===== src/rtl/key_cmd_pkg.sv =====
// rtl/key_cmd_pkg.sv - shared types and constants for the key command sequencer
// Contents: sequencer state enum, HHMMSS digit index constants, digit range
// limits, and a helper that maps a digit index to its nibble position.
package key_cmd_pkg;

  typedef enum logic [2:0] {
    IDLE      = 3'd0,
    ENT_TIME  = 3'd1,
    ENT_ALARM = 3'd2,
    WAIT_CR_T = 3'd3,
    WAIT_CR_A = 3'd4
  } state_t;

  localparam logic [2:0] IDX_H10  = 3'd0;
  localparam logic [2:0] IDX_H1   = 3'd1;
  localparam logic [2:0] IDX_M10  = 3'd2;
  localparam logic [2:0] IDX_M1   = 3'd3;
  localparam logic [2:0] IDX_S10  = 3'd4;
  localparam logic [2:0] IDX_S1   = 3'd5;
  localparam logic [2:0] IDX_DONE = 3'd6;

  localparam logic [3:0] H10_MAX      = 4'd2;
  localparam logic [3:0] H1_MAX_AT_20 = 4'd3;

  // H10 sits in the top nibble, S1 in the bottom one.
  function automatic logic [4:0] nib_lsb(input logic [2:0] idx);
    case (idx)
      IDX_H10: nib_lsb = 5'd20;
      IDX_H1:  nib_lsb = 5'd16;
      IDX_M10: nib_lsb = 5'd12;
      IDX_M1:  nib_lsb = 5'd8;
      IDX_S10: nib_lsb = 5'd4;
      default: nib_lsb = 5'd0;
    endcase
  endfunction

endpackage


===== src/rtl/bcd_entry_reg.sv =====
// rtl/bcd_entry_reg.sv - six-nibble HHMMSS entry register with range checking
// Ports:
//   clk, rst   clock and synchronous active-high reset
//   clr        clear all digits and the index
//   wr_en      a digit key is offered this cycle
//   digit      offered digit value (0..9)
//   in0to5     offered digit is in 0..5
//   digits     BCD {H10,H1,M10,M1,S10,S1}
//   idx        digits accepted so far (0..6)
//   accept     the offered digit is valid for the current position
//   done       accept of the sixth digit
module bcd_entry_reg
  import key_cmd_pkg::*;
(
  input  logic        clk,
  input  logic        rst,
  input  logic        clr,
  input  logic        wr_en,
  input  logic [3:0]  digit,
  input  logic        in0to5,
  output logic [23:0] digits,
  output logic [2:0]  idx,
  output logic        accept,
  output logic        done
);

  logic range_ok;

  always_comb begin
    range_ok = 1'b0;
    case (idx)
      IDX_H10:          range_ok = (digit <= H10_MAX);
      // 20..23 is the only decade where H1 is limited.
      IDX_H1:           range_ok = (digits[23:20] != H10_MAX) || (digit <= H1_MAX_AT_20);
      IDX_M10, IDX_S10: range_ok = in0to5;
      IDX_M1, IDX_S1:   range_ok = 1'b1;
      default:          range_ok = 1'b0;
    endcase
  end

  assign accept = wr_en && range_ok;
  assign done   = accept && (idx == IDX_S1);

  always_ff @(posedge clk) begin
    if (rst || clr) begin
      digits <= '0;
      idx    <= '0;
    end else if (accept) begin
      digits[nib_lsb(idx) +: 4] <= digit;
      idx                       <= idx + 3'd1;
    end
  end

endmodule


===== src/rtl/key_cmd_seq.sv =====
// rtl/key_cmd_seq.sv - key command sequencer between key decoder and clock datapath
// Ports:
//   clk, rst          clock and synchronous active-high reset
//   charData          raw ASCII character, low nibble is the digit value
//   det_*             one-cycle decoded key strobes
//   run_en            clock counting enabled
//   alarm_en          alarm armed
//   disp_hold         display frozen
//   led_sel           selected LED
//   entry_active      an entry dialog is open
//   entry_idx         digits accepted so far
//   set_digits        BCD {H10,H1,M10,M1,S10,S1}
//   set_time_pulse    one-cycle time load strobe
//   set_alarm_pulse   one-cycle alarm load strobe
module key_cmd_seq
  import key_cmd_pkg::*;
#(
  parameter int NUM_LED       = 4,
  parameter int LED_SEL_W     = 2,
  parameter int ENTRY_TIMEOUT = 0,
  parameter int TO_W          = 32
) (
  input  logic                 clk,
  input  logic                 rst,
  input  logic [7:0]           charData,
  input  logic                 det_esc,
  input  logic                 det_num,
  input  logic                 det_num0to5,
  input  logic                 det_cr,
  input  logic                 det_atSign,
  input  logic                 det_A,
  input  logic                 det_L,
  input  logic                 det_N,
  input  logic                 det_S,
  output logic                 run_en,
  output logic                 alarm_en,
  output logic                 disp_hold,
  output logic [LED_SEL_W-1:0] led_sel,
  output logic                 entry_active,
  output logic [2:0]           entry_idx,
  output logic [23:0]          set_digits,
  output logic                 set_time_pulse,
  output logic                 set_alarm_pulse
);

  localparam logic [TO_W-1:0] TO_LAST = TO_W'(ENTRY_TIMEOUT > 0 ? ENTRY_TIMEOUT - 1 : 0);
  localparam logic [LED_SEL_W-1:0] LED_LAST = LED_SEL_W'(NUM_LED - 1);

  state_t state, state_nxt;
  logic run_nxt, alarm_nxt, hold_nxt, active_nxt, tp_nxt, ap_nxt;
  logic [LED_SEL_W-1:0] led_nxt;
  logic [TO_W-1:0] to_cnt;
  logic clr, wr_en, accept, done, timeout, in_entry, any_key;
  logic k_esc, k_cr, k_num, k_at, k_s, k_a, k_l, k_n;
  logic unused_char;

  // The decoder only raises det_num for '0'..'9', so the high nibble carries nothing.
  assign unused_char = ^charData[7:4];

  // One key acts per cycle: esc > cr > num > atSign > S > A > L > N.
  assign k_esc = det_esc;
  assign k_cr  = det_cr & ~det_esc;
  assign k_num = det_num & ~det_esc & ~det_cr;
  assign k_at  = det_atSign & ~(det_esc | det_cr | det_num);
  assign k_s   = det_S & ~(det_esc | det_cr | det_num | det_atSign);
  assign k_a   = det_A & ~(det_esc | det_cr | det_num | det_atSign | det_S);
  assign k_l   = det_L & ~(det_esc | det_cr | det_num | det_atSign | det_S | det_A);
  assign k_n   = det_N & ~(det_esc | det_cr | det_num | det_atSign | det_S | det_A | det_L);

  assign any_key  = det_esc | det_cr | det_num | det_num0to5 | det_atSign |
                    det_A | det_L | det_N | det_S;
  assign in_entry = (state != IDLE);
  assign wr_en    = k_num && ((state == ENT_TIME) || (state == ENT_ALARM));

  // Fires on the last idle cycle of the window so the abort lands exactly
  // ENTRY_TIMEOUT quiet cycles after the most recent key.
  assign timeout = (ENTRY_TIMEOUT > 0) && in_entry && !any_key && (to_cnt == TO_LAST);

  bcd_entry_reg u_entry (
    .clk    (clk),
    .rst    (rst),
    .clr    (clr),
    .wr_en  (wr_en),
    .digit  (charData[3:0]),
    .in0to5 (det_num0to5),
    .digits (set_digits),
    .idx    (entry_idx),
    .accept (accept),
    .done   (done)
  );

  always_ff @(posedge clk) begin
    if (rst) begin
      state           <= IDLE;
      run_en          <= 1'b0;
      alarm_en        <= 1'b0;
      disp_hold       <= 1'b0;
      led_sel         <= '0;
      entry_active    <= 1'b0;
      set_time_pulse  <= 1'b0;
      set_alarm_pulse <= 1'b0;
    end else begin
      state           <= state_nxt;
      run_en          <= run_nxt;
      alarm_en        <= alarm_nxt;
      disp_hold       <= hold_nxt;
      led_sel         <= led_nxt;
      entry_active    <= active_nxt;
      set_time_pulse  <= tp_nxt;
      set_alarm_pulse <= ap_nxt;
    end
  end

  always_ff @(posedge clk) begin
    if (rst || !in_entry || any_key || (ENTRY_TIMEOUT == 0)) begin
      to_cnt <= '0;
    end else begin
      to_cnt <= to_cnt + TO_W'(1);
    end
  end

  always_comb begin
    state_nxt  = state;
    run_nxt    = run_en;
    alarm_nxt  = alarm_en;
    hold_nxt   = disp_hold;
    led_nxt    = led_sel;
    active_nxt = entry_active;
    tp_nxt     = 1'b0;
    ap_nxt     = 1'b0;
    clr        = 1'b0;
    case (state)
      IDLE: begin
        // Also drops entry_active in the cycle after a load pulse.
        active_nxt = 1'b0;
        if (k_esc) begin
          state_nxt  = ENT_TIME;
          clr        = 1'b1;
          active_nxt = 1'b1;
        end else if (k_cr) begin
          run_nxt = 1'b0;
        end else if (k_at) begin
          state_nxt  = ENT_ALARM;
          clr        = 1'b1;
          active_nxt = 1'b1;
        end else if (k_s) begin
          run_nxt = 1'b1;
        end else if (k_a) begin
          alarm_nxt = ~alarm_en;
        end else if (k_l) begin
          hold_nxt = ~disp_hold;
        end else if (k_n) begin
          led_nxt = (led_sel == LED_LAST) ? '0 : led_sel + LED_SEL_W'(1);
        end
      end
      ENT_TIME, ENT_ALARM: begin
        if (k_esc || timeout) begin
          state_nxt  = IDLE;
          active_nxt = 1'b0;
        end else if (done) begin
          state_nxt = (state == ENT_TIME) ? WAIT_CR_T : WAIT_CR_A;
        end
      end
      WAIT_CR_T, WAIT_CR_A: begin
        if (k_esc || timeout) begin
          state_nxt  = IDLE;
          active_nxt = 1'b0;
        end else if (k_cr) begin
          // set_digits is untouched until the next entry, so it is stable with the pulse.
          tp_nxt    = (state == WAIT_CR_T);
          ap_nxt    = (state == WAIT_CR_A);
          state_nxt = IDLE;
        end
      end
      default: begin
        state_nxt  = IDLE;
        active_nxt = 1'b0;
      end
    endcase
  end

endmodule


===== config.mk =====
export PLATFORM = sky130hd
export DESIGN_NAME = key_cmd_seq
export DESIGN_NICKNAME = d
export VERILOG_FILES = /design/src/rtl/key_cmd_pkg.sv /design/src/rtl/bcd_entry_reg.sv /design/src/rtl/key_cmd_seq.sv
export SDC_FILE = /design/constraint.sdc
export NUM_CORES = 1
export LEC_CHECK = 0
export ABC_CLOCK_PERIOD_IN_PS = 2150
export CORE_MARGIN = 2
export CORE_UTILIZATION = 50
export CTS_BUF_LIST = sky130_fd_sc_hd__clkbuf_8
export DETAILED_ROUTE_END_ITERATION = 8
export PLACE_DENSITY = 0.88
export SYNTH_ARGS = -nofsm -noshare
export SYNTH_HDL_FRONTEND = slang
export SYNTH_HIERARCHICAL = 1
export SYNTH_SLANG_ARGS = --single-unit

===== constraint.sdc =====
create_clock -name clk -period 2.15 [get_ports clk]
set_input_delay 0.43 -clock clk [delete_from_list [all_inputs] [get_ports clk]]
set_output_delay 0.43 -clock clk [all_outputs]
set_load 0.02 [all_outputs]

==> impl_metrics.prom <==
# TYPE chip_impl_metric gauge
chip_impl_metric{name="seq_area_frac_synth",unit="%"} 38.8
chip_impl_metric{name="fp.coreArea",unit="um^2"} 3720
chip_impl_metric{name="cp_data_required_time",unit="ns"} 2.34
chip_impl_metric{name="grt_first_pass_wirelength",unit="um"} 7430
chip_impl_info{name="setup.worst_path.start_class",value="input port"} 1
chip_impl_metric{name="power_density",unit="nW/um^2"} 531
chip_impl_info{name="worstReg2RegStart",value="u_entry/idx[1]"} 1
chip_impl_metric{name="critPathMaxFanout",unit=""} 4
chip_impl_metric{name="ys_warn_count",unit=""} 6
chip_impl_info{name="status",value="complete, no violations"} 1
chip_impl_metric{name="synthesis.nets",unit=""} 236
chip_impl_metric{name="max_slew_margin",unit="%"} 74.5
chip_impl_metric{name="cell_depth_of_the_worst_flop_to_flop_path",unit=""} 8
chip_impl_metric{name="placement.io_buffers",unit=""} 49
chip_impl_metric{name="place_ws",unit="ns"} -0.181
chip_impl_metric{name="first_global_vias",unit=""} 1603
chip_impl_metric{name="detailed_route_via_count",unit=""} 1784
chip_impl_metric{name="timing_limited_maximum_frequency",unit="GHz"} 0.474
chip_impl_metric{name="grt_use_total",unit="%"} 22.5
chip_impl_metric{name="wl_per_cell",unit="um"} 14.9
chip_impl_metric{name="drv.max_cap_violation_count",unit=""} 0
chip_impl_metric{name="die-width",unit="um"} 66.6
chip_impl_metric{name="total_nets_final",unit=""} 304
chip_impl_info{name="timing.critical_path.to_type",value="flip-flop"} 1
chip_impl_metric{name="min_path_cells",unit=""} 2
chip_impl_metric{name="async_flop_share",unit="%"} 0
chip_impl_metric{name="timing_worst_slew_pin_value",unit="ns"} 0.383
chip_impl_metric{name="final.period_utilization",unit="%"} 98.1
chip_impl_metric{name="static-leakage-power",unit="uW"} 0.00118
chip_impl_info{name="clock_tree_from_tritoncts",value="done"} 1
chip_impl_info{name="setup_repair_after_global_routing_missed_its_margin",value="false"} 1
chip_impl_metric{name="hpwlAfterDp",unit="um"} 3540
chip_impl_metric{name="cts_buffers",unit=""} 5
chip_impl_metric{name="setup_slack",unit="ns"} 0.0408
chip_impl_metric{name="row_count",unit=""} 22
chip_impl_metric{name="final_layout_size_suffix_gt1_share",unit="%"} 19.6
chip_impl_metric{name="syn-mean-instance-area",unit="um^2"} 9.30
chip_impl_metric{name="detailedRoute.firstPassIterationCount",unit=""} 5
chip_impl_metric{name="synth_edf_count",unit=""} 0
chip_impl_metric{name="ios",unit=""} 54
chip_impl_info{name="hp-class",value="flip-flop to flip-flop"} 1
chip_impl_metric{name="post-route-min-period",unit="ns"} 2.11
chip_impl_metric{name="clock_path_buffers",unit=""} 2
chip_impl_metric{name="post-route-drc-count",unit=""} 0
chip_impl_info{name="post_synth_most_frequent_cells",value="sky130_fd_sc_hd__dfxtp_1 (38), sky130_fd_sc_hd__nand2_1 (30), sky130_fd_sc_hd__mux2i_1 (21), sky130_fd_sc_hd__nor2_1 (21), sky130_fd_sc_hd__nand2b_1 (7)"} 1
chip_impl_info{name="postSynth.topFlopCell",value="sky130_fd_sc_hd__dfxtp_1"} 1
chip_impl_metric{name="final-setup-viol-count",unit=""} 0
chip_impl_metric{name="clk-insertion-delay-late",unit="ns"} 0.30
chip_impl_info{name="yosys.cell_count.top_type",value="sky130_fd_sc_hd__dfxtp_1"} 1
chip_impl_metric{name="worst-r2r-setup-slack",unit="ns"} 0.14
chip_impl_metric{name="largest_net_degree_at_the_start_of_global_routing",unit=""} 32
chip_impl_metric{name="number_of_different_library_cells_in_the_post_synthesis_netlist",unit=""} 58
chip_impl_metric{name="area_delta_synth_final",unit="%"} 42.5
chip_impl_info{name="reg2reg_to",value="u_entry/digits[16]"} 1
chip_impl_metric{name="postSynthRegisterBits",unit=""} 38
chip_impl_metric{name="route.final.wire_length",unit="um"} 4870
chip_impl_metric{name="gp_congestion",unit=""} 0.851
chip_impl_metric{name="grt-ovfl-total",unit=""} 0
chip_impl_metric{name="antenna_found_initial",unit=""} 0
chip_impl_metric{name="slew_viol_final",unit=""} 0
chip_impl_info{name="timing.hold.worst.start",value="u_entry/digits[11]"} 1
chip_impl_metric{name="postRouteAntennaNets",unit=""} 0
chip_impl_metric{name="num_antenna_cells",unit=""} 0
chip_impl_metric{name="clkSlewWorstSetupHoldPaths",unit="ns"} 0.08
chip_impl_metric{name="1st_iter_drt_viols",unit=""} 91
chip_impl_metric{name="die-area",unit="um^2"} 4440
chip_impl_info{name="synthTopCellsByArea",value="sky130_fd_sc_hd__dfxtp_1 (39%), sky130_fd_sc_hd__mux2i_1 (11%), sky130_fd_sc_hd__nand2_1 (5.7%)"} 1
chip_impl_info{name="cts_root_buf",value="sky130_fd_sc_hd__clkbuf_8"} 1
chip_impl_metric{name="initial_core_util",unit="%"} 52.8
chip_impl_metric{name="post_synth_instance_area",unit="um^2"} 1960
chip_impl_info{name="holdPathEnd",value="u_entry/digits[11]"} 1
chip_impl_metric{name="clk_skew",unit="ns"} 0.00362
chip_impl_metric{name="final_hold_violating_endpoints",unit=""} 0
chip_impl_info{name="synth_area_leader_cell",value="sky130_fd_sc_hd__dfxtp_1"} 1
chip_impl_metric{name="detail_route.vias_per_cell",unit=""} 5.44
chip_impl_metric{name="synth_largest_type_area_fraction",unit="%"} 38.8
chip_impl_metric{name="postSynthCellCount",unit=""} 211
chip_impl_metric{name="worst_ir_drop_vdd",unit="V"} 0.000597
chip_impl_metric{name="h-tree-depth",unit=""} 2
chip_impl_metric{name="clock-sinks",unit=""} 38
chip_impl_metric{name="fill_cells",unit=""} 257
chip_impl_metric{name="floorplan.die.height",unit="um"} 66.6
chip_impl_metric{name="timing.critical_path.arrival",unit="ns"} 2.30
chip_impl_metric{name="setup-tns-final",unit="ns"} 0
chip_impl_info{name="criticalPathCategory",value="input port to flip-flop"} 1
[where the power goes]
| group | internal [uW] | total, uW | switching [uW] | leakage (uW) |
|---|---|---|---|---|
| clock network | 345 | 615 | 270 | 0.0000504 |
| logic | 75.2 | 158 | 82.6 | 0.000826 |
| registers | 708 | 711 | 2.92 | 0.000307 |
[kinds of logic (layout without fill, tap and decap cells)]
| kind of cell | after synthesis | count (layout) | share of synthesized area, % |
|---|---|---|---|
| AND/OR/NAND/NOR | 95 | 95 | 26.9 |
| AO/OA/AOI/OAI | 31 | 31 | 13.1 |
| buffers and inverters | 15 | 84 | 3.89 |
| flip-flops | 38 | 38 | 38.8 |
| XOR/XNOR | 2 | 2 | 0.893 |
| adder cells (fa/ha/maj) | 6 | 6 | 3.83 |
| multiplexers | 24 | 24 | 12.6 |
[cell usage in the layout, fill, tap and decap left out, types with 5 or more instances in the layout]
master / n
sky130_fd_sc_hd__nand2b_1: 6
sky130_fd_sc_hd__dfxtp_1: 38
sky130_fd_sc_hd__clkdlybuf4s50_1: 48
sky130_fd_sc_hd__inv_1: 5
sky130_fd_sc_hd__nand2_1: 29
sky130_fd_sc_hd__nor2_1: 20
sky130_fd_sc_hd__nor2b_1: 5
sky130_fd_sc_hd__clkbuf_8: 5
sky130_fd_sc_hd__buf_4: 20
sky130_fd_sc_hd__nand3_1: 5
sky130_fd_sc_hd__mux2i_1: 21
sky130_fd_sc_hd__ha_1: 6
sky130_fd_sc_hd__nor3_1: 5
[state kept, by name (all words and copies together), names as in the netlist]
register	cells
disp_hold	1
set_time_pulse	1
entry_active	1
alarm_en	1
led_sel	2
u_entry/idx	3
run_en	1
u_entry/digits	24
state	3
set_alarm_pulse	1
[cell type report]
type | instances | area, um^2 | area share (%)
well taps | 48 | 60.1 | 2.15
multi-input cells | 158 | 1160 | 41.5
inverters | 5 | 18.8 | 0.671
clock buffers | 5 | 68.8 | 2.46
flip-flops and latches | 38 | 761 | 27.2
repair buffers | 71 | 683 | 24.4
clock inverters | 3 | 45.0 | 1.61
[critical path, cell delays in order]
cell	delay, ns
sky130_fd_sc_hd__clkdlybuf4s50_1	0.41
sky130_fd_sc_hd__nand2b_4	0.16
sky130_fd_sc_hd__nor4_4	0.25
sky130_fd_sc_hd__buf_4	0.15
sky130_fd_sc_hd__a21boi_2	0.19
sky130_fd_sc_hd__nand4b_1	0.22
sky130_fd_sc_hd__buf_4	0.22
sky130_fd_sc_hd__a22oi_1	0.20
sky130_fd_sc_hd__nor2_1	0.06
[timing repair]
action / 4_1_cts / 5_1_grt
buffers inserted: 0 / 1
gates resized for setup: 0 / 6
hold endpoints to repair: 0 / 0
endpoints found under the setup margin: 0 / 4
hold buffers: 0 / 0
[how the worst max path moves through the flow]
stage	startpoint	endpoint	depth (start not counted)
5_1_grt	det_cr	u_entry/digits[7]	9
3_5_place_dp	det_cr	u_entry/digits[1]	9
6_report	det_cr	u_entry/digits[6]	9
2_1_floorplan	u_entry/idx[1]	u_entry/idx[1]	7
4_1_cts	det_cr	u_entry/digits[1]	9
3_3_place_gp	det_cr	u_entry/digits[2]	9
[per-stage QoR]
| stage | hold slack (ns) | util (%) | instances | total power [uW] | cell area, um^2 |
|---|---|---|---|---|---|
| after floorplan | 0.527 | - | 211 | 804 | 1960 |
| after global placement | 0.448 | 71.0 | 319 | 874 | 2640 |
| after detailed placement | 0.456 | 71.0 | 319 | 878 | 2640 |
| after CTS | 0.467 | 74.1 | 327 | 1480 | 2750 |
| after global routing | 0.480 | 75.2 | 328 | 1520 | 2800 |
| final | 0.463 | 75.2 | 328 | 1480 | 2800 |
[per-layer routing]
| metal | share of wire (%) | track usage [%] | up-vias | wire length (um) |
|---|---|---|---|---|
| met3 | 5.6 | 5.41 | 5 | 273 |
| met5 | 0 | 0 | - | 0 |
| met2 | 48 | 37.5 | 50 | 2350 |
| met1 | 45 | 28.5 | 854 | 2200 |
| li1 | - | - | 875 | - |
| met4 | 1.1 | 7.14 | 0 | 55 |
Power figures use the tool's default switching activity.
